--- src/rtl/riscv_pkg.sv ---
// Shared RISC-V constants used by the fetch-side branch predictor.
package riscv_pkg;

    // Opcodes of the control-flow instruction classes the predictor cares about
    localparam logic [6:0] bOp    = 7'h63;
    localparam logic [6:0] jalOp  = 7'h6F;
    localparam logic [6:0] jalrOp = 7'h67;

    // Two-bit saturating counter states; the MSB is the taken prediction
    localparam logic [1:0] STRONG_NT = 2'b00;
    localparam logic [1:0] WEAK_NT   = 2'b01;
    localparam logic [1:0] WEAK_T    = 2'b10;
    localparam logic [1:0] STRONG_T  = 2'b11;

endpackage : riscv_pkg

--- src/rtl/sat_counter2.sv ---
// Next-state logic of a single two-bit saturating counter.
module sat_counter2
    import riscv_pkg::*;
(
    input  logic [1:0] state,
    input  logic       taken,
    output logic [1:0] next
);

    // Step toward strong taken or strong not-taken, holding at either end
    always_comb begin
        next = state;
        if (taken) begin
            if (state != STRONG_T) begin
                next = state + 2'd1;
            end
        end else begin
            if (state != STRONG_NT) begin
                next = state - 2'd1;
            end
        end
    end

endmodule : sat_counter2

--- src/rtl/branch_predictor_bht.sv ---
// Direct-mapped branch history table of two-bit counters with mispredict
// flagging and branch/mispredict statistics.
module branch_predictor_bht
    import riscv_pkg::*;
#(
    parameter int INDEX_BITS = 4
) (
    input  logic        clk,
    input  logic        reset,
    input  logic [31:0] fetchPC,
    input  logic [6:0]  fetchOpCode,
    output logic        predictTaken,
    input  logic        updateValid,
    input  logic [31:0] updatePC,
    input  logic [6:0]  updateOpCode,
    input  logic        updateTaken,
    input  logic        updatePredicted,
    output logic        mispredict,
    output logic [31:0] branchCount,
    output logic [31:0] mispredictCount
);

    localparam int ENTRIES = 1 << INDEX_BITS;

    logic [1:0]            counterTable [ENTRIES];
    logic [INDEX_BITS-1:0] fetchIdx;
    logic [INDEX_BITS-1:0] updateIdx;
    logic [1:0]            trainNext;
    logic                  trainEnable;
    logic                  mismatch;
    logic                  unusedPcBits;

    assign fetchIdx    = fetchPC[INDEX_BITS+1:2];
    assign updateIdx   = updatePC[INDEX_BITS+1:2];
    assign trainEnable = updateValid && (updateOpCode == bOp);
    assign mismatch    = updateValid && (updateTaken != updatePredicted);

    // PC bits outside the index field play no part in the lookup (no tags)
    assign unusedPcBits = ^{fetchPC[31:INDEX_BITS+2], fetchPC[1:0],
                            updatePC[31:INDEX_BITS+2], updatePC[1:0]};

    sat_counter2 trainCounter (
        .state (counterTable[updateIdx]),
        .taken (updateTaken),
        .next  (trainNext)
    );

    // Prediction reads only the registered table, so a same-cycle update is not visible
    always_comb begin
        predictTaken = 1'b0;
        if (fetchOpCode == jalOp || fetchOpCode == jalrOp) begin
            predictTaken = 1'b1;
        end else if (fetchOpCode == bOp) begin
            predictTaken = counterTable[fetchIdx][1];
        end
    end

    // Table: reset every entry to weak not-taken, otherwise train on resolved branches
    always_ff @(posedge clk) begin
        if (reset) begin
            for (int i = 0; i < ENTRIES; i++) begin
                counterTable[i] <= WEAK_NT;
            end
        end else if (trainEnable) begin
            counterTable[updateIdx] <= trainNext;
        end
    end

    // Mispredict pulse and free-running wrap-around statistics
    always_ff @(posedge clk) begin
        if (reset) begin
            mispredict      <= 1'b0;
            branchCount     <= 32'd0;
            mispredictCount <= 32'd0;
        end else begin
            mispredict <= mismatch;
            if (mismatch) begin
                mispredictCount <= mispredictCount + 32'd1;
            end
            if (trainEnable) begin
                branchCount <= branchCount + 32'd1;
            end
        end
    end

endmodule : branch_predictor_bht
--- config.mk ---
export PLATFORM = sky130hd
export DESIGN_NAME = branch_predictor_bht
export DESIGN_NICKNAME = d
export VERILOG_FILES = /design/src/rtl/riscv_pkg.sv /design/src/rtl/sat_counter2.sv /design/src/rtl/branch_predictor_bht.sv
export SDC_FILE = /design/constraint.sdc
export NUM_CORES = 1
export LEC_CHECK = 0
export CAP_MARGIN = 20
export CORE_MARGIN = 2
export CORE_UTILIZATION = 60
export DETAILED_ROUTE_END_ITERATION = 8
export DONT_BUFFER_PORTS = 1
export HOLD_SLACK_MARGIN = 0.15
export PLACE_DENSITY = 0.76
export SLEW_MARGIN = 20
export SYNTH_ARGS = -nofsm -noshare
export SYNTH_HDL_FRONTEND = slang
export SYNTH_SLANG_ARGS = --single-unit
--- constraint.sdc ---
create_clock -name clk -period 6.9 [get_ports clk]
set_clock_uncertainty 0.05 [all_clocks]
set_input_delay 1.38 -clock clk [delete_from_list [all_inputs] [get_ports clk]]
set_output_delay 1.38 -clock clk [all_outputs]
set_load 0.02 [all_outputs]
# --- Yosys cells after proc, flatten, opt, wreduce, memory -nomap -nowiden ---
# Memory sizes are Yosys's and may differ from the RTL's.
# Index checks and enable logic that the tools add are counted.
classes:
  add_sub_neg: 4
  multipliers: 0
  div_mod_pow: 0
  n_lt_le_gt_ge: 0
  eq_ne: 6
  n_shift: 0
  muxes: 13
  n_bitwise: 0
  reduce_logical: 5
ops:
  columns: ["cell", "n"]
  rows:
  - ["adder 32 x 1 -> 32 bit, second input constant", 2]
  - ["== test 7 bit, second input constant", 4]
  - ["2-to-1 mux 1 bit", 8]
  - ["2-to-1 mux 2 bit", 4]
  - ["2-to-1 mux 4 bit", 1]
  - ["adder 2 x 1 -> 2 bit, second input constant", 1]
  - ["logical AND 1 bit", 2]
  - ["!= test 2 bit, second input constant", 1]
  - ["nonzero test 2 bit", 1]
  - ["OR reduction 2 bit", 1]
  - ["subtractor 2 x 1 -> 2 bit, second input constant", 1]
  - ["logical OR 1 bit", 1]
  - ["!= test 1 bit", 1]
word_totals:
  reg_bits: 65
  latchBits: 0
  ramBits: 32
  mem_bits_ro: 0
  inputBits: 83
  output_inout_bits: 66
  wordCells: 32
  n_memories: 1
mem_list:
  columns: ["name", "depth", "word_bits", "read_ports", "rd_clocked_by_memory_dff", "wr", "line", "rtl"]
  rows:
  - ["counterTable", 16, 2, 2, 0, 16, "branch_predictor_bht.sv:25", "logic [1:0] counterTable [ENTRIES];"]

# --- Depth between registers and ports, before layout ---
# Gate-level depths: netlist of run 1.
depth:
  word_depth: 7
  depth_mapped: 7
  ltp_nobuf: 5

# --- Cells and area by module ---
# Synthesis of run 1 repeated with hierarchy kept, for this count alone.
hier_totals:
  cells_unflattened: 483
  area_unflattened_um2: 4709.5
modules_own_cells:
  columns: ["module", "instances", "cells_per_inst", "area_per_inst_um2"]
  rows:
  - ["branch_predictor_bht", 1, 480, 4683.2]
  - ["sat_counter2", 1, 3, 26.3]

# --- Worst setup path after synthesis of run 1 ---
# OpenSTA, ideal clock, no wires.
synth_path:
  path_kind: "in2out"
  from: "input fetchPC[2]"
  to: "output predictTaken"
  arrival_time_ns: 2.556
  t_required_ns: 5.470
  path_slack_ns: 2.914
  path_stages: 4
  path_cell_list: "mux4_2 > mux4_2 > a21oi_1 > nor3_1"
synth_via:
  elab_chain_cells: 3
synth_rtl:
  columns: ["element", "line", "rtl"]
  rows:
  - ["start: declaration", "branch_predictor_bht.sv:10", "input logic [31:0] fetchPC,"]
  - ["memory read (16 x 2 bit)", null, null]
  - ["2-to-1 mux 1 bit", "branch_predictor_bht.sv:53", "end else if (fetchOpCode == bOp) begin"]
  - ["2-to-1 mux 1 bit", "branch_predictor_bht.sv:51", "if (fetchOpCode == jalOp || fetchOpCode == jalrOp) begin"]
  - ["end: declaration", "branch_predictor_bht.sv:12", "output logic predictTaken,"]
# No other way between the ends.

# --- Worst setup path in the final report of run 1 ---
# Same ends and word-level chain as after synthesis.

==> metrics.txt, run 1 <==
reg2reg setup slack 4.20 ns; asr flop ratio synth 0%; grt total ovfl 0; clk_lat worst skew 0.36 ns; Worst-path clk slew 0.10 ns; Fmax 245.7 MHz; setup_tns 0 ns; time the worst path needs with I/O delays and setup 4.070 ns; Worst Path Buf+Inv 0; PortBufs 0; first-pass GRT wire length 15970 µm; synthesized cell area 0.004832 mm²; Worst Hold Class reg -> reg; row count 32; final setup vio count 0; Critical Path Most Common Cell mux4_2; CTS tree built; Post-Synth XOR/XNOR Area 6.499%; via/cell ratio 6.076; Die ar. 0.008787 mm²; dpl hpwl 7041 µm; Num CTS Buffers 9; Crit Path Max Fanout 4; number of global-route vias before repair 3437; register area share after synthesis 46.82%; final wirelength 10070 µm; crit path kind in -> out; power density cells 199.2 mW/mm²; Max Cap Viol 0; RePlAce Congestion 0.8460; Max VDD drop 0.0001125 V; Area Overhead vs Synth 4.557%; RSZ-0062 raised after global routing false; Residual DRC 0; Clock Sinks 97; # resized after CTS 0; DR vias 3700; Post-synth EDFFs 32; Fill cells 649; Syn Nets 600; Synth Register Bits 97; Post-Synthesis Cells 515; fin cells 609; relative slew slack 35.08%; Final Hold Vio Count 0; Synth Warn # 0; IO Count 149; post-synthesis compound-gate area fraction 4.583%; # diodes 0; Synth cell types 44; Slew Viols, Final 0; largest family of logic cells by synthesized area simple AND/OR/NAND/NOR gates; post-synthesis mux area share 7.923%; Initial Utilization 62.21%; Crit path max-delay family multiplexers; core area 0.007767 mm²; Final ANT Viol Nets 0; Synth Area per Inst 9.383 µm²; Synth Area in Simple Gates 29.98%; endpoint class of the critical path output port; Tcrit/Tclk final 58.99%; largest net degree at the start of global routing 101; Slowest Stage Delay on Critical Path 0.50 ns; Arrival @ worst endpoint 2.64 ns; Slew @ Worst Pin 0.9603 ns; layout cells sized above 1 10.85%; WL per Instance 16.53 µm; Max Root-Sink Buffers 2; Hold WS 0.5380 ns; CTS Root Cell clkbuf_8; CP Data Required Time 5.47 ns; H-tree depth 3; worst path cell trace mux4_2, mux4_2, a21oi_1, nor3_1; GRT Total Usage 23.15%; dominant synthesized flop cell dfxtp_1; status complete, no violations; final core utilization 65.05%; slowest library cell on the worst path mux4_2; Nets 587; Die Wd 93.74 µm; initial antenna violation count 0; DRT iter0 DRCs 210; setup bufs post-CTS 0; die height 93.74 µm; Leak 1.546 nW; Inst Count DP 593; Post-Synth Adder-Cell Area 0.9322%; CP Launch Type input port; hold-fix buffers at CTS 0; drt first pass iters 4
-- cell families after synthesis --
group,Yosys count
simple gates,278
flops,97
compound gates,41
buf+inv,39
xor+xnor,35
mux,21
fa+ha+maj,4
-- cell usage in the layout (no fill, tap or decap), types with 2 or more instances in the layout --
master      Yosys  final
a21oi_1        19     19
inv_1          15     15
or4_1           7      7
and4_1          8      8
clkbuf_8        0      9
nand2b_1       13     13
nor3b_1         2      2
inv_4           0      2
nor2_1         67     67
or3_1          13     13
nor3_1         24     24
nand2_1        45     45
a31o_2          3      3
xnor2_1        27     27
dfxtp_1        65     65
and3_1          6      6
nor2b_1        15     15
o21ai_0        17     17
maj3_1          2      2
mux2_2          8      8
and2_1          4      4
nand3_1        35     35
xor2_1          7      7
nand4_1         8      8
edfxtp_1       32     32
ha_1            2      2
mux4_2         13     13
or2_2          11     11
nor4_1         11     11
clkinvlp_4      0      2
-- routing by layer --
layer | global-route usage, % | wire length [µm] | up-vias
met5 | 0 | 0 | -
met4 | 8.454 | 144 | 0
met2 | 38.45 | 5057 | 126
met1 | 28.53 | 4006 | 1767
met3 | 6.982 | 857 | 11
li1 | - | - | 1796
-- per-stage QoR --
step / setup WS, ns / power, mW / area [µm²]
4_1_cts: 2.809 / 1.011 / 5052
2_1_floorplan: 2.914 / 0.6533 / 4832
5_1_grt: 2.772 / 1.038 / 5052
3_5_place_dp: 2.814 / 0.6503 / 4858
3_3_place_gp: 2.832 / 0.6486 / 4858
6_report: 2.830 / 1.007 / 5052
-- sequential cells by signal, summed over array words and instances, names as in the netlist --
| register | count |
|---|---|
| mispredictCount | 32 |
| branchCount | 32 |
| mispredict | 1 |
| counterTable | 32 |
-- path summary, 6_finish.rpt --
| path | start | to | cells past startpoint |
|---|---|---|---|
| max reg2reg | branchCount[2] | branchCount[26] | 5 |
| max | fetchPC[2] | predictTaken | 4 |
| min reg2reg | mispredictCount[1] | mispredictCount[1] | 2 |
| min | mispredictCount[1] | mispredictCount[1] | 2 |
-- where the power goes --
part	internal, mW	switching, mW
combinational	0.0187	0.0212
sequential	0.592	0.00473
clock	0.170	0.200
-- final cells by class --
class	instances	area [µm²]	share of cell area (%)
Clock buffer	10	127.6	2.526
Clock inverter	6	66.31	1.313
Multi-Input combinational cell	379	2412	47.75
Tap cell	102	127.6	2.526
Sequential cell	97	2262	44.77
Inverter	15	56.30	1.114
-- tightest hold or removal path, delay by kind of cell, from the launching register on --
kind	cells	cell delay, ns
simple gates	1	0.09
compound gates	1	0.06
flops	1	0.40
-- cells in the mapped netlist (2+ instances only) --
master	instances	share of area [%]
nand4_1	8	1.0
o21ai_0	17	1.8
edfxtp_1	32	20
clkbuf_1	15	1.2
xor2_1	7	1.3
and3_1	6	0.78
nor2b_1	15	1.9
a21oi_1	19	2.0
a31o_2	3	0.54
nor3b_1	2	0.31
nand2_1	45	3.5
nor2_1	67	5.2
nor4_1	11	1.4
mux4_2	13	6.1
and2_1	4	0.52
buf_2	5	0.52
or2_2	11	1.4
nand3_1	35	3.6
inv_1	15	1.2
nor3_1	24	2.5
or3_1	13	1.7
dfxtp_1	65	27
and4_1	8	1.5
xnor2_1	27	4.9
buf_1	2	0.16
maj3_1	2	0.41
mux2_2	8	1.9
or4_1	7	1.1
nand2b_1	13	1.7
ha_1	2	0.52
(Power assumes the default switching activity.)
==> run 2: changes to the inputs <==
==> constraint.sdc (replaced) <==
create_clock -name clk -period 4 [get_ports clk]
set_clock_uncertainty 0.05 [all_clocks]
set_input_delay 0.8 -clock clk [delete_from_list [all_inputs] [get_ports clk]]
set_output_delay 0.8 -clock clk [all_outputs]
set_load 0.02 [all_outputs]
==> run 2 against run 1 <==
Critical path depth unchanged. Flip-flop and latch count stayed put. Hold slack worse by 0.065 ns. Final cell count increased by 0.16%. Setup slack worse by 1.8 ns. Clock power rose by 67%. Largest power group unchanged. Routed wire length increased by 0.91%. Critical endpoint unchanged. Via count decreased by 1.6%. Highest routed layer unchanged.
==> metrics.txt, run 2 (synthesis gave the netlist of run 1 again) <==
status complete, no violations; met2 Use GR 39.88% (+1.4 points); GR met1 Demand/Resource 28.02% (-0.51 points); Final ANT Viol Nets 0 (unchanged); setup bufs post-CTS 0 (unchanged); r2r worst-path depth 5 (unchanged); IO Count 149 (unchanged); Leak 1.552 nW (+0.37%); Worst Hold Class in -> reg; Max Root-Sink Buffers 2 (unchanged); row count 32 (unchanged); time the worst path needs with I/O delays and setup 2.930 ns; number of global-route vias before repair 3519 (+2.4%); die height 93.74 µm (unchanged); most frequent cells in the layout nor2_1, dfxtp_1, nand2_1; final wirelength 10160 µm (+0.91%); Initial Utilization 62.21% (unchanged); hold-fix buffers at CTS 0 (unchanged); Design Area, Final 0.005055 mm² (about the same); first-pass GRT wire length 16330 µm (+2.2%); WL per Instance 16.65 µm (+0.75%); Nets 588 (+0.17%); setup_tns 0 ns (unchanged); Max VDD drop 0.0001940 V (+72%); Die Wd 93.74 µm (unchanged); Total Power 1.715 mW (+70%); worst path cell trace mux4_2, mux4_2, a21oi_1, nor3_1; via/cell ratio 5.966 (-1.8%); fin cells 610 (+0.16%); reg2reg start branchCount[2]; drt first pass iters 4 (unchanged); CP Data Required Time 3.15 ns (-2.32 ns); Residual DRC 0 (unchanged); Slew Viols, Final 0 (unchanged); Inst Count DP 594 (+0.17%); CTS Root Cell clkbuf_8; worst hold path depth 1 (-1); Fill cells 637 (-1.8%); Worst Path Buf+Inv 0 (unchanged); Most Used Layer, Global Route met2; CTS tree built; grt total ovfl 0 (unchanged); Area Overhead vs Synth 4.609% (about the same); crit path kind in -> out; DR vias 3639 (-1.6%); worst setup path startpoint fetchPC[2]; reg2reg setup slack 1.27 ns (-2.93 ns); RePlAce Congestion 0.8463 (about the same); r2r endpoint branchCount[26]; Slowest Stage Delay on Critical Path 0.50 ns (about the same); biggest regs branchCount x32, counterTable x32, mispredictCount x32; CP Launch Type input port; Max Cap Viol 0 (unchanged); Num CTS Buffers 9 (unchanged); Tcrit/Tclk final 73.25%; dpl hpwl 7060 µm (+0.27%); GRT Total Usage 23.73% (+0.58 points); core area 0.007767 mm² (unchanged); met3 global-route usage 7.303% (+0.32 points); Crit path max-delay family multiplexers; layout cells sized above 1 11.02% (+0.18 points); # resized after CTS 0 (unchanged); initial antenna violation count 0 (unchanged); H-tree depth 3 (unchanged); Critical Path Most Common Cell mux4_2; Worst setup endpoint predictTaken; # diodes 0 (unchanged); Worst path depth 4 (unchanged); relative slew slack 33.43% (-1.6 points); Die ar. 0.008787 mm² (unchanged); power density cells 339.3 mW/mm² (+70%); Arrival @ worst endpoint 2.08 ns (-0.56 ns); largest net degree at the start of global routing 101 (unchanged); Clock Sinks 97 (unchanged); DP Area 0.004866 mm² (+0.15%); RSZ-0062 raised after global routing false; Slew @ Worst Pin 0.9846 ns (+0.02433 ns); clk_lat worst skew 0.37 ns (about the same); PortBufs 0 (unchanged); Final Hold Vio Count 0 (unchanged); endpoint class of the critical path output port; DRT iter0 DRCs 184 (-12%); final setup vio count 0 (unchanged); Crit Path Max Fanout 4 (unchanged); Worst-path clk slew 0.09 ns (about the same); slowest library cell on the worst path mux4_2; commonest non-fill, non-tap cell in the layout nor2_1; Fmax 341.3 MHz
## run 2: how the worst min path moves through the flow
stage	start	endpoint	slack, ns
2_1_floorplan	mispredictCount[31]	mispredictCount[31]	0.50
3_3_place_gp	mispredictCount[31]	mispredictCount[31]	0.51
3_5_place_dp	mispredictCount[1]	mispredictCount[1]	0.54
4_1_cts	reset	mispredictCount[31]	0.43
5_1_grt	reset	mispredictCount[30]	0.44
6_report	reset	branchCount[16]	0.47
## run 2: power breakdown
group | internal (mW) | switching [mW]
Sequential | 1.02 | 0.00812
Clock | 0.267 | 0.349
Combinational | 0.0322 | 0.0364
## run 2: through the flow
stage | setup WS, ns | hold slack, ns | util (%)
6_report | 1.070 | 0.4731 | 65.08
5_1_grt | 0.9890 | 0.4397 | 65.08
4_1_cts | 1.070 | 0.4343 | 65.08
3_5_place_dp | 1.066 | 0.5356 | 62.64
3_3_place_gp | 1.092 | 0.5116 | 62.64
2_1_floorplan | 1.174 | 0.5011 | -
## run 2: layer usage
layer / up-vias / wire length, µm / part of all wire (%)
met2: 100 / 5094 / 50
met4: 0 / 160 / 1.6
met3: 10 / 808 / 8.0
met5: - / 0 / 0
li1: 1796 / - / -
met1: 1733 / 4093 / 40
## run 2: cell type report
| type | count | area, µm² | area share [%] |
|---|---|---|---|
| multi-input combinational | 379 | 2412 | 47.72 |
| sequential | 97 | 2262 | 44.75 |
| clock buffer | 11 | 152.6 | 3.020 |
| tap | 102 | 127.6 | 2.525 |
| inverter | 15 | 56.30 | 1.114 |
| clock inverter | 5 | 36.28 | 0.7178 |
| timing repair buffer | 1 | 7.507 | 0.1485 |
==> run 3: changes to the inputs <==
--- a/config.mk
+++ b/config.mk
@@ -7,11 +7,11 @@
 export LEC_CHECK = 0
 export CAP_MARGIN = 20
 export CORE_MARGIN = 2
-export CORE_UTILIZATION = 60
+export CORE_UTILIZATION = 57
 export DETAILED_ROUTE_END_ITERATION = 8
 export DONT_BUFFER_PORTS = 1
 export HOLD_SLACK_MARGIN = 0.15
-export PLACE_DENSITY = 0.76
+export PLACE_DENSITY = 0.75
 export SLEW_MARGIN = 20
 export SYNTH_ARGS = -nofsm -noshare
 export SYNTH_HDL_FRONTEND = slang
==> constraint.sdc (replaced) <==
create_clock -name clk -period 2.4 [get_ports clk]
set_clock_uncertainty 0.05 [all_clocks]
set_input_delay 0.48 -clock clk [delete_from_list [all_inputs] [get_ports clk]]
set_output_delay 0.48 -clock clk [all_outputs]
set_load 0.02 [all_outputs]
==> run 3 against run 2 <==
The run now ends with negative setup slack left. Critical path depth unchanged. Sequential share of layout area decreased by 3.3 points. Setup slack got worse by 1.2 ns. Clock power increased by 60%. First-iteration DRC count decreased by 4.3%. Global-route usage decreased by 0.84 points. Sequential power increased by 66%. Total power increased by 66%. Critical endpoint unchanged. Largest cell class unchanged. Largest power group unchanged.
==> metrics.txt, run 3 (synthesis gave the netlist of run 1 again) <==
Area Overhead vs Synth 12.89%; Max VDD drop 0.0003540 V (+83%); IO Count 149 (unchanged); dpl hpwl 7534 µm (+6.7%); H-tree depth 3 (unchanged); Nets 638 (+8.5%); met3 global-route usage 5.873% (-1.4 points); met2 Use GR 38.37% (-1.5 points); reg2reg setup slack 0.27 ns (-1.00 ns); Clock Sinks 97 (unchanged); Initial Utilization 58.81% (-3.4 points); Max Cap Viol 0 (unchanged); fin cells 663 (+8.7%); setup_tns -0.1103 ns (-0.1103 ns); Num CTS Buffers 9 (unchanged); relative slew slack 58.32% (+25 points); WL per Instance 15.76 µm (-5.3%); endpoint class of the critical path output port; drt first pass iters 4 (unchanged); final setup vio count 1 (+1); Die Wd 96.07 µm (+2.5%); Tcrit/Tclk final 104.6%; DR vias 3858 (+6.0%); power density cells 522.7 mW/mm² (+54%); final core utilization 66.39% (+1.3 points); via/cell ratio 5.819 (-2.5%); reg2reg start mispredictCount[9]; DRT iter0 DRCs 176 (-4.3%); Slew Viols, Final 0 (unchanged); Worst-path clk slew 0.10 ns (about the same); core area 0.008217 mm² (+5.8%); biggest regs branchCount x32, counterTable x32, mispredictCount x32; status complete, but fails checks; Residual DRC 0 (unchanged); Final ANT Viol Nets 0 (unchanged); worst hold path depth 2 (+1); initial antenna violation count 0 (unchanged); commonest non-fill, non-tap cell in the layout nor2_1; grt total ovfl 0 (unchanged); Most Used Layer, Global Route met2; Slew @ Worst Pin 0.6194 ns (-0.3652 ns); CP Launch Type flip-flop; WHS Endpoint mispredictCount[1]; Hold Startpoint updateValid; CTS tree built; RePlAce Congestion 0.8290 (-2.0%); r2r worst-path depth 5 (unchanged); r2r endpoint mispredictCount[31]; row count 33 (+3.1%); time the worst path needs with I/O delays and setup 2.510 ns; crit path kind reg -> out; GR met1 Demand/Resource 28.50% (+0.48 points); layout cells sized above 1 19.53% (+8.5 points); first-pass GRT wire length 16260 µm (-0.42%); CTS Root Cell clkbuf_8; PortBufs 0 (unchanged); setup bufs post-CTS 0 (unchanged); RSZ-0062 raised after global routing true; Inst Count DP 646 (+8.8%); Arrival @ worst endpoint 1.98 ns (-0.10 ns); Crit Path Max Fanout 2 (-2); Final Worst Setup Slack -0.1103 ns (-1.180 ns); Die ar. 0.009229 mm² (+5.0%); Leak 1.828 nW (+18%); CP Data Required Time 1.87 ns (-1.28 ns); Worst Hold Class in -> reg; die height 96.07 µm (+2.5%); Fmax 398.4 MHz; final wirelength 10450 µm (+2.9%); most frequent cells in the layout nor2_1, dfxtp_1, buf_4; GRT Total Usage 22.89% (-0.84 points); Max Root-Sink Buffers 2 (unchanged); clk_lat worst skew 0.36 ns (about the same); largest net degree at the start of global routing 52 (-49%); # diodes 0 (unchanged); failing checks negative setup slack; number of global-route vias before repair 3532 (+0.37%); Final Hold Vio Count 0 (unchanged)
-- run 3: routing by layer --
| metal | share of wire (%) | routed length [µm] |
|---|---|---|
| met4 | 1.3 | 136 |
| met5 | 0 | 0 |
| met3 | 6.2 | 646 |
| met2 | 49 | 5168 |
| met1 | 43 | 4501 |
-- run 3: power breakdown --
group | switching [mW] | internal, mW
clock network | 0.577 | 0.408
logic | 0.0805 | 0.0725
registers | 0.0100 | 1.70
total | 0.667 | 2.18
-- run 3: critical path: stages (launching register included) --
cell      delay (ns)
edfxtp_1        0.42
mux4_2          0.50
mux4_2          0.47
a21oi_2         0.14
nor3_2          0.09
-- run 3: area by class of cell --
type	count	area [µm²]
fill	659	2761
multi-input combinational	379	2421
sequential	97	2262
timing repair buffer	51	407.9
clock buffer	10	137.6
tap	105	131.4
inverter	15	56.30
clock inverter	6	38.79
-- run 3: worst max-delay path by stage --
stage          cells past startpoint                  end          startpoint
2_1_floorplan                      7   counterTable[0][0]         updatePC[2]
3_3_place_gp                       5  mispredictCount[31]         updateTaken
3_5_place_dp                       5  mispredictCount[31]         updateTaken
4_1_cts                            4         predictTaken  counterTable[7][1]
5_1_grt                            4         predictTaken  counterTable[7][1]
6_report                           4         predictTaken  counterTable[7][1]
-- run 3: repair_timing --
item | in CTS | in global routing
hold buffers | 1 | 0
gates resized for setup | 2 | 0
endpoints found under the setup margin | 1 | 1
endpoints found under the hold margin | 50 | 0
pin swaps | 1 | 0
-- run 3: per-stage QoR --
stage / hold slack (ns) / setup WS [ns] / total power [mW] / instance area [µm²]
2_1_floorplan: 0.5011 / 0.09215 / 1.878 / 4832
3_3_place_gp: 0.4975 / 0.1264 / 1.883 / 5250
3_5_place_dp: 0.5066 / 0.05787 / 1.887 / 5250
6_report: 0.2222 / -0.1103 / 2.851 / 5455
4_1_cts: 0.2117 / -0.1395 / 2.862 / 5455
5_1_grt: 0.2345 / -0.2147 / 2.944 / 5455
